### src/rtl/pzbcm_rr_arbiter_pkg.sv
// Shared types for the round-robin arbiter.
// Holds the arbiter FSM state encoding.
package pzbcm_rr_arbiter_pkg;

  typedef enum logic {
    IDLE = 1'b0,
    BUSY = 1'b1
  } rr_state_e;

endpackage

### src/rtl/pzbcm_onehot.sv
// One-hot helpers: lowest-set-bit pick and
// one-hot to binary index conversion.
interface pzbcm_onehot #(
  parameter int N = 2
);

  localparam int W = (N >= 2) ? $clog2(N) : 1;

  function automatic logic [N-1:0] to_onehot(
    input logic [N-1:0] bits
  );
    return bits & (~bits + N'(1));
  endfunction

  function automatic logic [W-1:0] to_binary(
    input logic [N-1:0] onehot
  );
    logic [W-1:0] idx;
    idx = '0;
    for (int i = 0; i < N; i++) begin
      if (onehot[i]) begin
        idx = idx | W'(i);
      end
    end
    return idx;
  endfunction

endinterface

### src/rtl/pzbcm_rr_arbiter.sv
// Masked round-robin arbiter with registered
// one-hot grant and zero-bubble hand-off.
module pzbcm_rr_arbiter
  import pzbcm_rr_arbiter_pkg::*;
#(
  parameter int REQUESTS = 2,
  localparam int INDEX_WIDTH =
    (REQUESTS >= 2) ? $clog2(REQUESTS) : 1
)(
  input  logic                   i_clk,
  input  logic                   i_rst_n,
  input  logic [REQUESTS-1:0]    i_request,
  input  logic                   i_free,
  output logic                   o_busy,
  output logic [REQUESTS-1:0]    o_grant,
  output logic [INDEX_WIDTH-1:0] o_grant_index
);

  localparam logic [INDEX_WIDTH-1:0] PTR_INIT =
    INDEX_WIDTH'(REQUESTS - 1);

  pzbcm_onehot #(.N(REQUESTS)) u_onehot ();

  rr_state_e              state;
  rr_state_e              state_next;
  logic [INDEX_WIDTH-1:0] ptr;
  logic [INDEX_WIDTH-1:0] ptr_next;
  logic [INDEX_WIDTH-1:0] pick_ptr;
  logic [REQUESTS-1:0]    mask;
  logic [REQUESTS-1:0]    masked;
  logic [REQUESTS-1:0]    win;
  logic [INDEX_WIDTH-1:0] win_index;
  logic [REQUESTS-1:0]    grant_next;
  logic [INDEX_WIDTH-1:0] index_next;
  logic                   busy_next;

  // Winner pick; on release the mask is relative
  // to the releasing owner, not the stored ptr.
  always_comb begin
    pick_ptr = ptr;
    if (state == BUSY && i_free) begin
      pick_ptr = o_grant_index;
    end
    mask = '0;
    for (int i = 0; i < REQUESTS; i++) begin
      mask[i] = 32'(i) > 32'(pick_ptr);
    end
    masked = i_request & mask;
    if (|masked) begin
      win = u_onehot.to_onehot(masked);
    end else begin
      win = u_onehot.to_onehot(i_request);
    end
    if (REQUESTS == 1) begin
      win_index = '0;
    end else begin
      win_index = u_onehot.to_binary(win);
    end
  end

  // Next-state and next-output logic.
  always_comb begin
    state_next = state;
    ptr_next   = ptr;
    grant_next = o_grant;
    index_next = o_grant_index;
    busy_next  = o_busy;
    unique case (state)
      IDLE: begin
        if (|i_request) begin
          grant_next = win;
          index_next = win_index;
          busy_next  = 1'b1;
          state_next = BUSY;
        end
      end
      BUSY: begin
        if (i_free) begin
          ptr_next = o_grant_index;
          if (|i_request) begin
            grant_next = win;
            index_next = win_index;
          end else begin
            grant_next = '0;
            index_next = '0;
            busy_next  = 1'b0;
            state_next = IDLE;
          end
        end
      end
      default: state_next = IDLE;
    endcase
  end

  // State, pointer and output registers.
  always_ff @(posedge i_clk or negedge i_rst_n) begin
    if (!i_rst_n) begin
      state         <= IDLE;
      ptr           <= PTR_INIT;
      o_grant       <= '0;
      o_grant_index <= '0;
      o_busy        <= 1'b0;
    end else begin
      state         <= state_next;
      ptr           <= ptr_next;
      o_grant       <= grant_next;
      o_grant_index <= index_next;
      o_busy        <= busy_next;
    end
  end

endmodule

### config.mk
export PLATFORM = sky130hd
export DESIGN_NAME = pzbcm_rr_arbiter
export DESIGN_NICKNAME = d
export VERILOG_FILES = /design/src/rtl/pzbcm_rr_arbiter_pkg.sv /design/src/rtl/pzbcm_onehot.sv /design/src/rtl/pzbcm_rr_arbiter.sv
export SDC_FILE = /design/constraint.sdc
export NUM_CORES = 1
export LEC_CHECK = 0
export BUFFER_PORTS_ARGS = -buffer_cell sky130_fd_sc_hd__buf_2
export CELL_PAD_IN_SITES_DETAIL_PLACEMENT = 0
export CELL_PAD_IN_SITES_GLOBAL_PLACEMENT = 1
export CORE_AREA = 3 3 40 42
export CTS_CLUSTER_DIAMETER = 60
export CTS_CLUSTER_SIZE = 30
export DETAILED_ROUTE_END_ITERATION = 12
export DIE_AREA = 0 0 43 45
export PLACE_DENSITY = 0.52
export SLEW_MARGIN = 20
export SYNTH_ARGS = -nofsm -noshare
export SYNTH_HDL_FRONTEND = slang
export SYNTH_SLANG_ARGS = --single-unit
### constraint.sdc
create_clock -name i_clk -period 1.1 [get_ports i_clk]
set_input_delay 0.22 -clock i_clk [delete_from_list [all_inputs] [get_ports i_clk]]
set_output_delay 0.22 -clock i_clk [all_outputs]
set_load 0.01 [all_outputs]
Word-level counts from Yosys, hierarchy flattened

Index checks and enable logic that the tools add are counted.

$add $sub $neg: 2
Muxes and demuxes: 18
Order comparisons: 1
Reduce and logical (&&, ||, !) cells: 6
Equal/unequal tests: 3
Bitwise operators: 6

Operators with widths:

| cell                                                          | number |
|---|---|
| 1-bit two-way mux                                             | 10 |
| 2-bit two-way mux                                             | 4 |
| 2-bit bitwise AND                                             | 3 |
| 2-bit != test, second input constant                          | 3 |
| 1-bit one-hot mux with 2 select lines                         | 3 |
| 2-bit by 1-bit adder with 2-bit output, second input constant | 2 |
| 2-bit NOT                                                     | 2 |
| 2-bit one-hot mux with 2 select lines                         | 1 |
| 2-bit AND reduction                                           | 2 |
| 2-bit OR reduction                                            | 2 |
| 3-bit AND reduction                                           | 1 |
| 1-bit > comparator, first input constant                      | 1 |
| 1-bit logical AND                                             | 1 |
| 1-bit NOT                                                     | 1 |

Word-level logic and storage cells: 41
Input port bits: 5
Output and inout port bits: 4
Bits in registers: 6

Longest topological paths before layout

Gate-level depths: netlist of run 1.

Depth after elaboration: 12
Gate-level depth with buffers: 3
Gate-level depth less buffers: 3

Worst setup path after synthesis of run 1

Ideal clock, no wire load.

Kind: reg2reg
Start point: register state
End point: register o_grant[0]
Period minus slack after synthesis: 1111 ps
Setup slack: -11 ps
Setup time: 120 ps
Data arrival time: 991 ps
Stages on the path, launching flop included: 4
Path buffers: 0
Data required time: 980 ps
Cells stage by stage: dfrtp_1 nand2_2 mux2_4 o211a_1

Longest elaborated chain between the ends: 9
Elaborated cells between the ends (all ways): 14
Those cells by class: 1 x order compare; 2 x eq/ne; 6 x mux; 2 x bitwise; 3 x reduce/logical

RTL lines:

| item                                  | RTL line                | text |
|---|---|---|
| from (decl)                           | pzbcm_rr_arbiter.sv:24  | `rr_state_e state;` |
| from (signal assigned)                | pzbcm_rr_arbiter.sv:104 | `state <= state_next;` |
| 1-bit logical AND                     | pzbcm_rr_arbiter.sv:41  | `if (state == BUSY && i_free) begin` |
| 1-bit two-way mux                     | pzbcm_rr_arbiter.sv:41  |  |
| 1-bit > comparator                    | pzbcm_rr_arbiter.sv:46  | `mask[i] = 32'(i) > 32'(pick_ptr);` |
| 2-bit bitwise AND                     | pzbcm_rr_arbiter.sv:48  | `masked = i_request & mask;` |
| 2-bit OR reduction                    | pzbcm_rr_arbiter.sv:49  | `if (\|masked) begin` |
| 2-bit two-way mux                     | pzbcm_rr_arbiter.sv:49  |  |
| 2-bit two-way mux                     | pzbcm_rr_arbiter.sv:80  | `if (\|i_request) begin` |
| 2-bit two-way mux                     | pzbcm_rr_arbiter.sv:78  | `if (i_free) begin` |
| 2-bit one-hot mux with 2 select lines | pzbcm_rr_arbiter.sv:68  | `unique case (state)` |
| to (signal assigned)                  | pzbcm_rr_arbiter.sv:106 | `o_grant <= grant_next;` |
| to (decl)                             | pzbcm_rr_arbiter.sv:15  | `output logic [REQUESTS-1:0] o_grant,` |

Parallel ways exist; a longest one is shown, timed or not. The select of a mux whose other input is x is not followed.
A chain may end at the register's enable or synchronous reset.

Worst setup path in the final report of run 1

Same ends and word-level chain as after synthesis.

==> results of run 1 <==
[cell families after synthesis]
family,synth area share [%]
compound gates,17.2
flops,49.5
mux,9.80
buf+inv,2.94
simple gates,20.6
[layout make-up]
cell class	instances	area [sq um]
multi-input cells	19	121
repair buffers	16	119
well taps	15	18.8
clock buffers	4	26.3
flip-flops and latches	5	126
fillers	131	873
[metal layers]
| metal | global-route usage (%) | part of all wire (%) | wire length, um |
|---|---|---|---|
| met1 | 6.60 | 44 | 261 |
| met2 | 11.1 | 45 | 266 |
| met3 | 2.39 | 7.5 | 44 |
| met4 | 9.04 | 2.4 | 14 |
| met5 | 0 | 0 | 0 |
[sequential cells by signal, indices dropped and copies added (netlist names)]
register,cells
ptr,1
state,1
o_grant,2
o_busy,1
[through the flow]
step	total power, uW	utilization, %	worst slack [ns]	hold slack (ns)	cell area [sq um]
final	625	32.0	-0.0174	0.218	412
after global routing	665	32.0	-0.0727	0.223	412
after CTS	615	30.2	-0.0185	0.208	388
after floorplan	316	-	-0.00337	-0.0756	255
after detailed placement	384	26.2	-0.0360	0.0396	337
after global placement	386	26.2	-0.0170	0.0365	337
[path summary, 6_finish.rpt]
path | from | to | slack [ns] | cells after the start
min | i_request[0] | o_grant[1]$_DFFE_PN0P_ | 0.22 | 2
max in group asynchronous | i_rst_n | ptr$_DFFE_PN1N_ | 0.57 | 2
max | state$_DFF_PN0_ | o_grant[0]$_DFFE_PN0P_ | -0.02 | 3
max reg2reg | state$_DFF_PN0_ | o_grant[0]$_DFFE_PN0P_ | -0.02 | 3
min in group asynchronous | i_rst_n | o_grant[1]$_DFFE_PN0P_ | 0.32 | 2
min reg2reg | o_busy$_DFFE_PN0P_ | o_busy$_DFFE_PN0P_ | 0.54 | 2
[cells in the mapped netlist, drive strengths merged]
master | count | share of area [%]
a21oi | 2 | 3.9
mux2 | 1 | 5.9
dfstp | 1 | 10
a21o | 1 | 2.9
a211oi | 1 | 2.9
nor2b | 1 | 2.5
mux2i | 1 | 3.9
dfrtp | 4 | 39
or2b | 1 | 2.9
nand2b | 1 | 2.5
a2bb2oi | 1 | 3.4
nand2 | 6 | 9.8
o211a | 1 | 3.9
buf | 1 | 2.9
nor2 | 2 | 2.9
[power by group through the flow]
stage	Sequential (uW)	Combinational [uW]	Clock, uW
2_1_floorplan	247	68.3	0
3_3_place_gp	239	147	0
3_5_place_dp	238	146	0
4_1_cts	233	162	220
5_1_grt	238	201	226
6_report	234	184	206
[repair_timing]
item                                    4_1_cts  5_1_grt
hold buffers                                  1        0
pin swaps                                     1        0
buffers inserted                              2        1
gates resized for setup                       0        3
hold endpoints to repair                      5        0
endpoints found under the setup margin        3        3
==> flow_metrics.py, run 1 <==
metrics = {
    "run_status": {
        "status": "complete, but fails checks",
        "violations": "negative setup slack",
    },
    "synth": {
        "synth_sequential_area_ratio_pct": 49.5,
        "synth_nets": 30,
        "ys_ff_latch": 5,
        "synth_area_sq_um": 255,
        "yosysWarnings": 0,
        "ys_types": 16,
        "syn_avg_cell_area_sq_um": 10.2,
        "syn_inst": 25,
    },
    "die": {
        "die_w_um": 43,
        "rows": 13,
        "fp.coreArea_sq_mm": 0.00128,
        "start_util_pct": 19.9,
        "fp.dieArea_sq_mm": 0.00194,
        "die_y_um": 45,
        "ioPinCount": 9,
    },
    "placed_design": {
        "dp_cells": 51,
        "io_buffers": 8,
        "dp_hpwl_um": 461,
        "place_congestion": 0.712,
    },
    "setup_path": {
        "required_ns": 1.22,
        "cp.arrival_ns": 1.24,
        "critPathMaxStageDelay_ns": 0.40,
        "cpMaxStageDelayCell": "dfrtp_1",
        "endpoint_kind": "flop",
        "crit_type": "flop to flop",
        "cp-start-kind": "flop",
        "crit_buf_inv": 0,
        "path_max_fanout": 4,
        "cpLargestDelayFamily": "flip-flops",
        "path_cells": "nand2_2, mux2_4, o211a_1",
    },
    "sta": {
        "max_slew.worst_pin.slew_ns": 0.200,
        "fmax_mhz": 895,
        "slew_headroom_pct": 86.6,
        "setup_slack_ns": -0.0174,
        "period_share_pct": 102,
        "hold_violations": 0,
        "min_period_ns": 1.12,
        "tns_ns": -0.0174,
        "fin_skew_ns": 0.00123,
        "grt_setup_unrepaired": "yes",
        "drv_slew": 0,
        "setup_viol": 1,
    },
    "layout": {
        "antenna_cells": 0,
        "nets": 50,
        "layout_common_cells": "buf_2, buf_4, nand2_1, dfrtp_1",
        "area_delta_synth_final_pct": 61.3,
        "post_layout_nonfiller_instances": 59,
        "drive_gt1_share_pct": 47.7,
    },
    "clock_network": {
        "cts.sinks": 5,
        "cts_buffer_depth": 2,
        "cts-htree-levels": 1,
        "clk_pin_slew_ns": 0.04,
        "numCtsBuffers": 3,
        "clock_latency_ns": 0.24,
        "tritoncts": "yes",
        "cts_root_buf": "clkbuf_4",
    },
    "global_routing": {
        "grt_first_pass_wirelength_um": 938,
        "track_usage_pct": 7.11,
        "overflow": 0,
        "grt_pass1_vias": 244,
        "grt_max_degree": 6,
        "antenna_found_initial": 0,
    },
    "routing": {
        "drcViolationCount": 0,
        "vias": 239,
        "routed_wl_um": 587,
        "routedWlPerCell_um": 9.95,
        "dr.pass1.iters": 2,
        "viasPerCell": 4.05,
        "ant_nets": 0,
        "drt_iter0_drc": 2,
    },
    "pwr": {
        "p_leak_uw": 0.000216,
        "pwr-share-clk_pct": 33.0,
        "seq_power_share_pct": 37.5,
        "p_int_uw": 466,
        "irDropWorstVdd_v": 0.000482,
        "swShare_pct": 25.4,
        "powerDensity_mw_per_mm2": 1520,
        "p_switching_uw": 158,
        "p_comb_share_pct": 29.5,
    },
    "worst_hold_path": {
        "hold_path.class": "primary input to flop",
    },
    "job": {
        "maxCapViolCount": 0,
    },
}
No activity file was read; power rests on OpenSTA's default activity.
==> inputs of run 2 (changes only) <==
--- a/config.mk
+++ b/config.mk
@@ -14,6 +14,7 @@
 export DETAILED_ROUTE_END_ITERATION = 12
 export DIE_AREA = 0 0 43 45
 export PLACE_DENSITY = 0.52
+export RECOVER_POWER = 50
 export SLEW_MARGIN = 20
 export SYNTH_ARGS = -nofsm -noshare
 export SYNTH_HDL_FRONTEND = slang
==> run 2 against run 1 <==
Count of clock-buffer cells in the layout unchanged. Critical endpoint unchanged. Design area decreased by 0.30%. Clock power about the same. Die area unchanged. Global-route usage unchanged. The run still ends with negative setup slack left.
==> flow_metrics.py, run 2 (synthesized netlist as in run 1, its figures left out) <==
metrics = {
    "run_status": {
        "status": "complete, but fails checks",
        "violations": "negative setup slack",
    },
    "sta": {
        "setup_slack_ns": -0.0174,
        "tns_ns": -0.0174,
        "max_slew.worst_pin.slew_ns": 0.268,
        "hold_violations": 0,
        "period_share_pct": 102,
        "fmax_mhz": 895,
        "slew_headroom_pct": 82.2,
        "setup_viol": 1,
        "grt_setup_unrepaired": "yes",
        "drv_slew": 0,
        "fin_skew_ns": 0.00123,
        "min_period_ns": 1.12,
    },
    "layout": {
        "top_register": "o_grant",
        "drive_gt1_share_pct": 45.5,
        "final_common_cell": "buf_4",
        "post_layout_nonfiller_instances": 59,
        "area_delta_synth_final_pct": 60.8,
        "antenna_cells": 0,
        "nets": 50,
        "layout_common_cells": "buf_4, nand2_1, buf_2, dfrtp_1",
        "largest_reg_flops": 2,
    },
    "die": {
        "die_w_um": 43,
        "ioPinCount": 9,
        "fp.coreArea_sq_mm": 0.00128,
        "start_util_pct": 19.9,
        "fp.dieArea_sq_mm": 0.00194,
        "die_y_um": 45,
        "rows": 13,
    },
    "job": {
        "maxCapViolCount": 0,
    },
    "setup_path": {
        "r2r_cells": 3,
        "crit_type": "flop to flop",
        "cp-start-kind": "flop",
        "path_max_fanout": 4,
        "required_ns": 1.22,
        "cpMaxStageDelayCell": "dfrtp_1",
        "path_cells": "nand2_2, mux2_4, o211a_1",
        "r2r_start": "state$_DFF_PN0_",
        "crit_buf_inv": 0,
        "cp.arrival_ns": 1.24,
        "endpoint_kind": "flop",
        "critPathMaxStageDelay_ns": 0.40,
        "reg2reg_slack_ns": -0.02,
        "reg2reg_to": "o_grant[0]$_DFFE_PN0P_",
        "cpLargestDelayFamily": "flip-flops",
    },
    "worst_hold_path": {
        "hold_path.class": "primary input to flop",
        "holdCritStartpoint": "i_request[0]",
        "hold-path-endpoint": "o_grant[1]$_DFFE_PN0P_",
        "holdPathStages": 2,
    },
    "routing": {
        "viasPerCell": 4.05,
        "ant_nets": 0,
        "routedWlPerCell_um": 9.98,
        "vias": 239,
        "drt_iter0_drc": 2,
        "routed_wl_um": 589,
        "drcViolationCount": 0,
        "dr.pass1.iters": 2,
    },
    "placed_design": {
        "dp_cells": 51,
        "place_congestion": 0.712,
        "dp_hpwl_um": 461,
        "io_buffers": 8,
    },
    "clock_network": {
        "cts_buffer_depth": 2,
        "clk_pin_slew_ns": 0.04,
        "cts_root_buf": "clkbuf_4",
        "numCtsBuffers": 3,
        "cts.sinks": 5,
        "tritoncts": "yes",
        "clock_latency_ns": 0.24,
        "cts-htree-levels": 1,
    },
    "global_routing": {
        "grt_pass1_vias": 244,
        "overflow": 0,
        "track_usage_pct": 7.11,
        "gr-max-usage-layer": "met2",
        "grtUsageMet3_pct": 2.39,
        "gr-usage-met2_pct": 11.1,
        "grt_first_pass_wirelength_um": 938,
        "grtUsageMet1_pct": 6.60,
        "grt_max_degree": 6,
        "antenna_found_initial": 0,
    },
    "pwr": {
        "irDropWorstVdd_v": 0.000482,
        "powerDensity_mw_per_mm2": 1520,
        "p_leak_uw": 0.000213,
    },
}
## run 2: layout make-up
class / instances / area [sq um]
multi-input combinational: 19 / 121
timing repair buffer: 16 / 118
sequential: 5 / 126
tap: 15 / 18.8
clock buffer: 4 / 26.3
fill: 132 / 875
## run 2: routing by layer
layer | routed length [um] | vias up
met2 | 266 | 8
li1 | - | 122
met1 | 263 | 107
met5 | 0 | -
met3 | 44 | 2
met4 | 14 | 0
## run 2: where the power goes
part	switching, uW	internal [uW]
Combinational	72.3	112
Sequential	16.8	217
Clock	69.4	137
Total	159	466
## run 2: how the worst max path moves through the flow
stage | startpoint | to | slack [ns] | cells after the start
4_1_cts | state$_DFF_PN0_ | o_grant[0]$_DFFE_PN0P_ | -0.02 | 3
6_report | state$_DFF_PN0_ | o_grant[0]$_DFFE_PN0P_ | -0.02 | 3
3_3_place_gp | state$_DFF_PN0_ | o_grant[0]$_DFFE_PN0P_ | -0.02 | 3
5_1_grt | state$_DFF_PN0_ | o_grant[0]$_DFFE_PN0P_ | -0.07 | 3
2_1_floorplan | state$_DFF_PN0_ | o_grant[0]$_DFFE_PN0P_ | -0.003 | 3
3_5_place_dp | state$_DFF_PN0_ | o_grant[0]$_DFFE_PN0P_ | -0.04 | 3
## run 2: timing repair
action / in CTS / in global routing
pin swaps: 1 / 0
gates resized for setup: 0 / 3
hold endpoints to repair: 5 / 0
hold buffers: 1 / 0
endpoints found under the setup margin: 3 / 3
buffers inserted: 2 / 1
## run 2: stage by stage
step                      worst slack [ns]  hold slack (ns)  instance area, sq um  util, %  total power (uW)
after floorplan                   -0.00337          -0.0756                   255        -               316
after global placement             -0.0170           0.0365                   337     26.2               386
after detailed placement           -0.0360           0.0396                   337     26.2               384
after CTS                          -0.0185            0.208                   388     30.2               615
after global routing               -0.0727            0.223                   410     31.9               665
final                              -0.0174            0.218                   410     31.9               624
==> inputs of run 3 (changes only) <==
--- a/config.mk
+++ b/config.mk
@@ -5,6 +5,7 @@
 export SDC_FILE = /design/constraint.sdc
 export NUM_CORES = 1
 export LEC_CHECK = 0
+export ABC_AREA = 1
 export BUFFER_PORTS_ARGS = -buffer_cell sky130_fd_sc_hd__buf_2
 export CELL_PAD_IN_SITES_DETAIL_PLACEMENT = 0
 export CELL_PAD_IN_SITES_GLOBAL_PLACEMENT = 1
@@ -13,8 +14,7 @@
 export CTS_CLUSTER_SIZE = 30
 export DETAILED_ROUTE_END_ITERATION = 12
 export DIE_AREA = 0 0 43 45
-export PLACE_DENSITY = 0.52
-export RECOVER_POWER = 50
+export PLACE_DENSITY = 0.54
 export SLEW_MARGIN = 20
 export SYNTH_ARGS = -nofsm -noshare
 export SYNTH_HDL_FRONTEND = slang
==> run 3 against run 2 <==
The flow now finishes without violations. Non-clock buffer count decreased by 7. First-iteration DRC count increased to 2.5 times the previous value. Sequential power about the same. Via count increased by 3.8%. Critical path type is now flop to output pin. Worst hold slack got worse by 0.014 ns. Largest cell class unchanged. Critical path depth decreased by 2. Synthesized cell count increased by 32%. Critical endpoint is now o_grant_index.
==> flow_metrics.py, run 3 <==
metrics = {
    "setup_path": {
        "path_cells": "buf_2",
        "cpMaxStageDelayCell": "dfrtp_1",
        "endpoint_kind": "output pin",
        "crit_type": "flop to output pin",
        "cp.arrival_ns": 0.82,
        "r2r_start": "state$_DFF_PN0_",
        "r2r_cells": 3,
        "reg2reg_slack_ns": 0.18,
        "crit_buf_inv": 1,
        "required_ns": 0.88,
        "cpLargestDelayFamily": "flip-flops",
        "critPathMaxStageDelay_ns": 0.41,
        "path_max_fanout": 5,
        "cp-start-kind": "flop",
        "reg2reg_to": "o_busy$_DFFE_PN0P_",
    },
    "clock_network": {
        "cts_resized": 0,
        "clock_latency_ns": 0.25,
        "tritoncts": "yes",
        "numCtsBuffers": 3,
        "cts_buffer_depth": 2,
        "cts-htree-levels": 1,
        "cts.sinks": 5,
        "cts_root_buf": "clkbuf_4",
        "clk_pin_slew_ns": 0.05,
    },
    "sta": {
        "drv_slew": 0,
        "hold_violations": 0,
        "grt_setup_unrepaired": "no",
        "tns_ns": 0,
        "min_period_ns": 1.04,
        "max_slew.worst_pin.slew_ns": 0.183,
        "setup_viol": 0,
        "fin_skew_ns": 0.00898,
        "fmax_mhz": 964,
        "slew_headroom_pct": 87.8,
        "period_share_pct": 94.3,
    },
    "global_routing": {
        "antenna_found_initial": 0,
        "grtUsageMet3_pct": 5.18,
        "grt_first_pass_wirelength_um": 1030,
        "track_usage_pct": 7.54,
        "gr-usage-met2_pct": 10.2,
        "grt_max_degree": 7,
        "gr-max-usage-layer": "met2",
        "grtUsageMet1_pct": 9.07,
        "grt_pass1_vias": 239,
        "overflow": 0,
    },
    "synth": {
        "synthArstFlopShare_pct": 100,
        "syn_avg_cell_area_sq_um": 7.73,
        "yosysWarnings": 0,
        "synth_most_common_cell": "nand2_1",
        "ys.flop_type": "dfrtp_1",
        "synth_edf_count": 0,
        "synth_nets": 38,
        "yosys.area.top_type": "dfrtp_1",
        "synth_common_cells": "nand2_1, inv_1, nand3_1, dfrtp_1",
        "synth_sequential_area_ratio_pct": 49.5,
        "ys_types": 10,
        "syn_inst": 33,
        "synth_area_sq_um": 255,
        "netlist.area_leader.share_pct": 39.2,
        "ys_ff_latch": 5,
        "synth_area_leaders": "dfrtp_1, nand2_1, nand3_1, dfstp_2, inv_1",
    },
    "die": {
        "start_util_pct": 19.9,
        "ioPinCount": 9,
        "fp.dieArea_sq_mm": 0.00194,
        "fp.coreArea_sq_mm": 0.00128,
        "die_y_um": 45,
        "rows": 13,
        "die_w_um": 43,
    },
    "placed_design": {
        "dp_hpwl_um": 466,
        "io_buffers": 8,
        "place_congestion": 0.633,
    },
    "layout": {
        "final_common_cell": "nand2_1",
        "largest_reg_flops": 2,
        "drive_gt1_share_pct": 31.1,
        "layout_common_cells": "nand2_1, buf_2, nand3_1, inv_1, dfrtp_1",
        "fillers": 151,
        "antenna_cells": 0,
        "top_register": "o_grant",
        "area_delta_synth_final_pct": 34.3,
        "fin_util_pct": 26.7,
        "nets": 51,
    },
    "worst_hold_path": {
        "hold_path.class": "primary input to flop",
        "holdCritStartpoint": "i_free",
        "hold-path-endpoint": "state$_DFF_PN0_",
        "holdPathStages": 2,
    },
    "pwr": {
        "p_leak_uw": 0.000196,
        "powerDensity_mw_per_mm2": 1630,
        "irDropWorstVdd_v": 0.000698,
    },
    "job": {
        "maxCapViolCount": 0,
    },
    "routing": {
        "viasPerCell": 4.13,
        "dr.pass1.iters": 2,
        "ant_nets": 0,
        "routed_wl_um": 585,
        "drcViolationCount": 0,
        "vias": 248,
        "routedWlPerCell_um": 9.75,
        "drt_iter0_drc": 5,
    },
    "run_status": {
        "status": "completed",
    },
}
-- run 3: cell types whose count changed after synthesis, sizes merged, moves of 2 or more --
cell / before / now
inv: 0 / 6
nand3: 0 / 6
nand2: 6 / 11
nor2: 2 / 0
-- run 3: cell type report --
class                   count  area (sq um)  area share [%]
repair buffers              9          50.0            14.6
clock buffers               4          26.3            7.66
well taps                  15          18.8            5.47
inverters                   6          22.5            6.57
flip-flops and latches      5           126            36.9
multi-input cells          21          98.8            28.8
-- run 3: metrics by stage --
step | hold WS, ns | cells | instance area [sq um] | total power [uW] | worst slack (ns)
global placement | 0.0433 | 55 | 307 | 342 | 0.174
global route | 0.209 | 60 | 343 | 608 | 0.0135
detailed placement | 0.0417 | 55 | 307 | 342 | 0.179
finish | 0.205 | 60 | 343 | 560 | 0.0622
CTS | 0.205 | 60 | 343 | 571 | 0.0482
floorplan | -0.0756 | 33 | 255 | 300 | 0.239
-- run 3: worst max path at each step --
stage / from / to / slack (ns) / cells past startpoint
floorplan: ptr$_DFFE_PN1N_ / o_grant[1]$_DFFE_PN0P_ / 0.24 / 5
global placement: state$_DFF_PN0_ / o_grant[1]$_DFFE_PN0P_ / 0.17 / 5
detailed placement: ptr$_DFFE_PN1N_ / o_grant[1]$_DFFE_PN0P_ / 0.18 / 5
CTS: o_grant[1]$_DFFE_PN0P_ / o_grant_index / 0.05 / 1
global route: o_grant[1]$_DFFE_PN0P_ / o_grant_index / 0.01 / 1
finish: o_grant[1]$_DFFE_PN0P_ / o_grant_index / 0.06 / 1
-- run 3: kinds of logic after synthesis --
kind of cell    Yosys count  share of synthesized area (%)
flops                     5                           49.5
simple gates             17                           29.9
compound gates            4                           8.82
buf+inv                   7                           11.8
-- run 3: timing repair --
action / 4_1_cts / 5_1_grt
buffers inserted: 0 / 0
hold buffers: 1 / 0
hold endpoints to repair: 5 / 0
-- run 3: where the power goes --
part           switching [uW]  total [uW]  internal [uW]
clock                    83.0         221            138
combinational            60.3         106           45.5
sequential               19.1         233            214
total                     162         560            397
-- run 3: metal layers --
metal / up-vias / share of wire (%)
met5: - / 0
met4: 0 / 0
met3: 0 / 11
met2: 8 / 44
met1: 113 / 45
li1: 127 / -
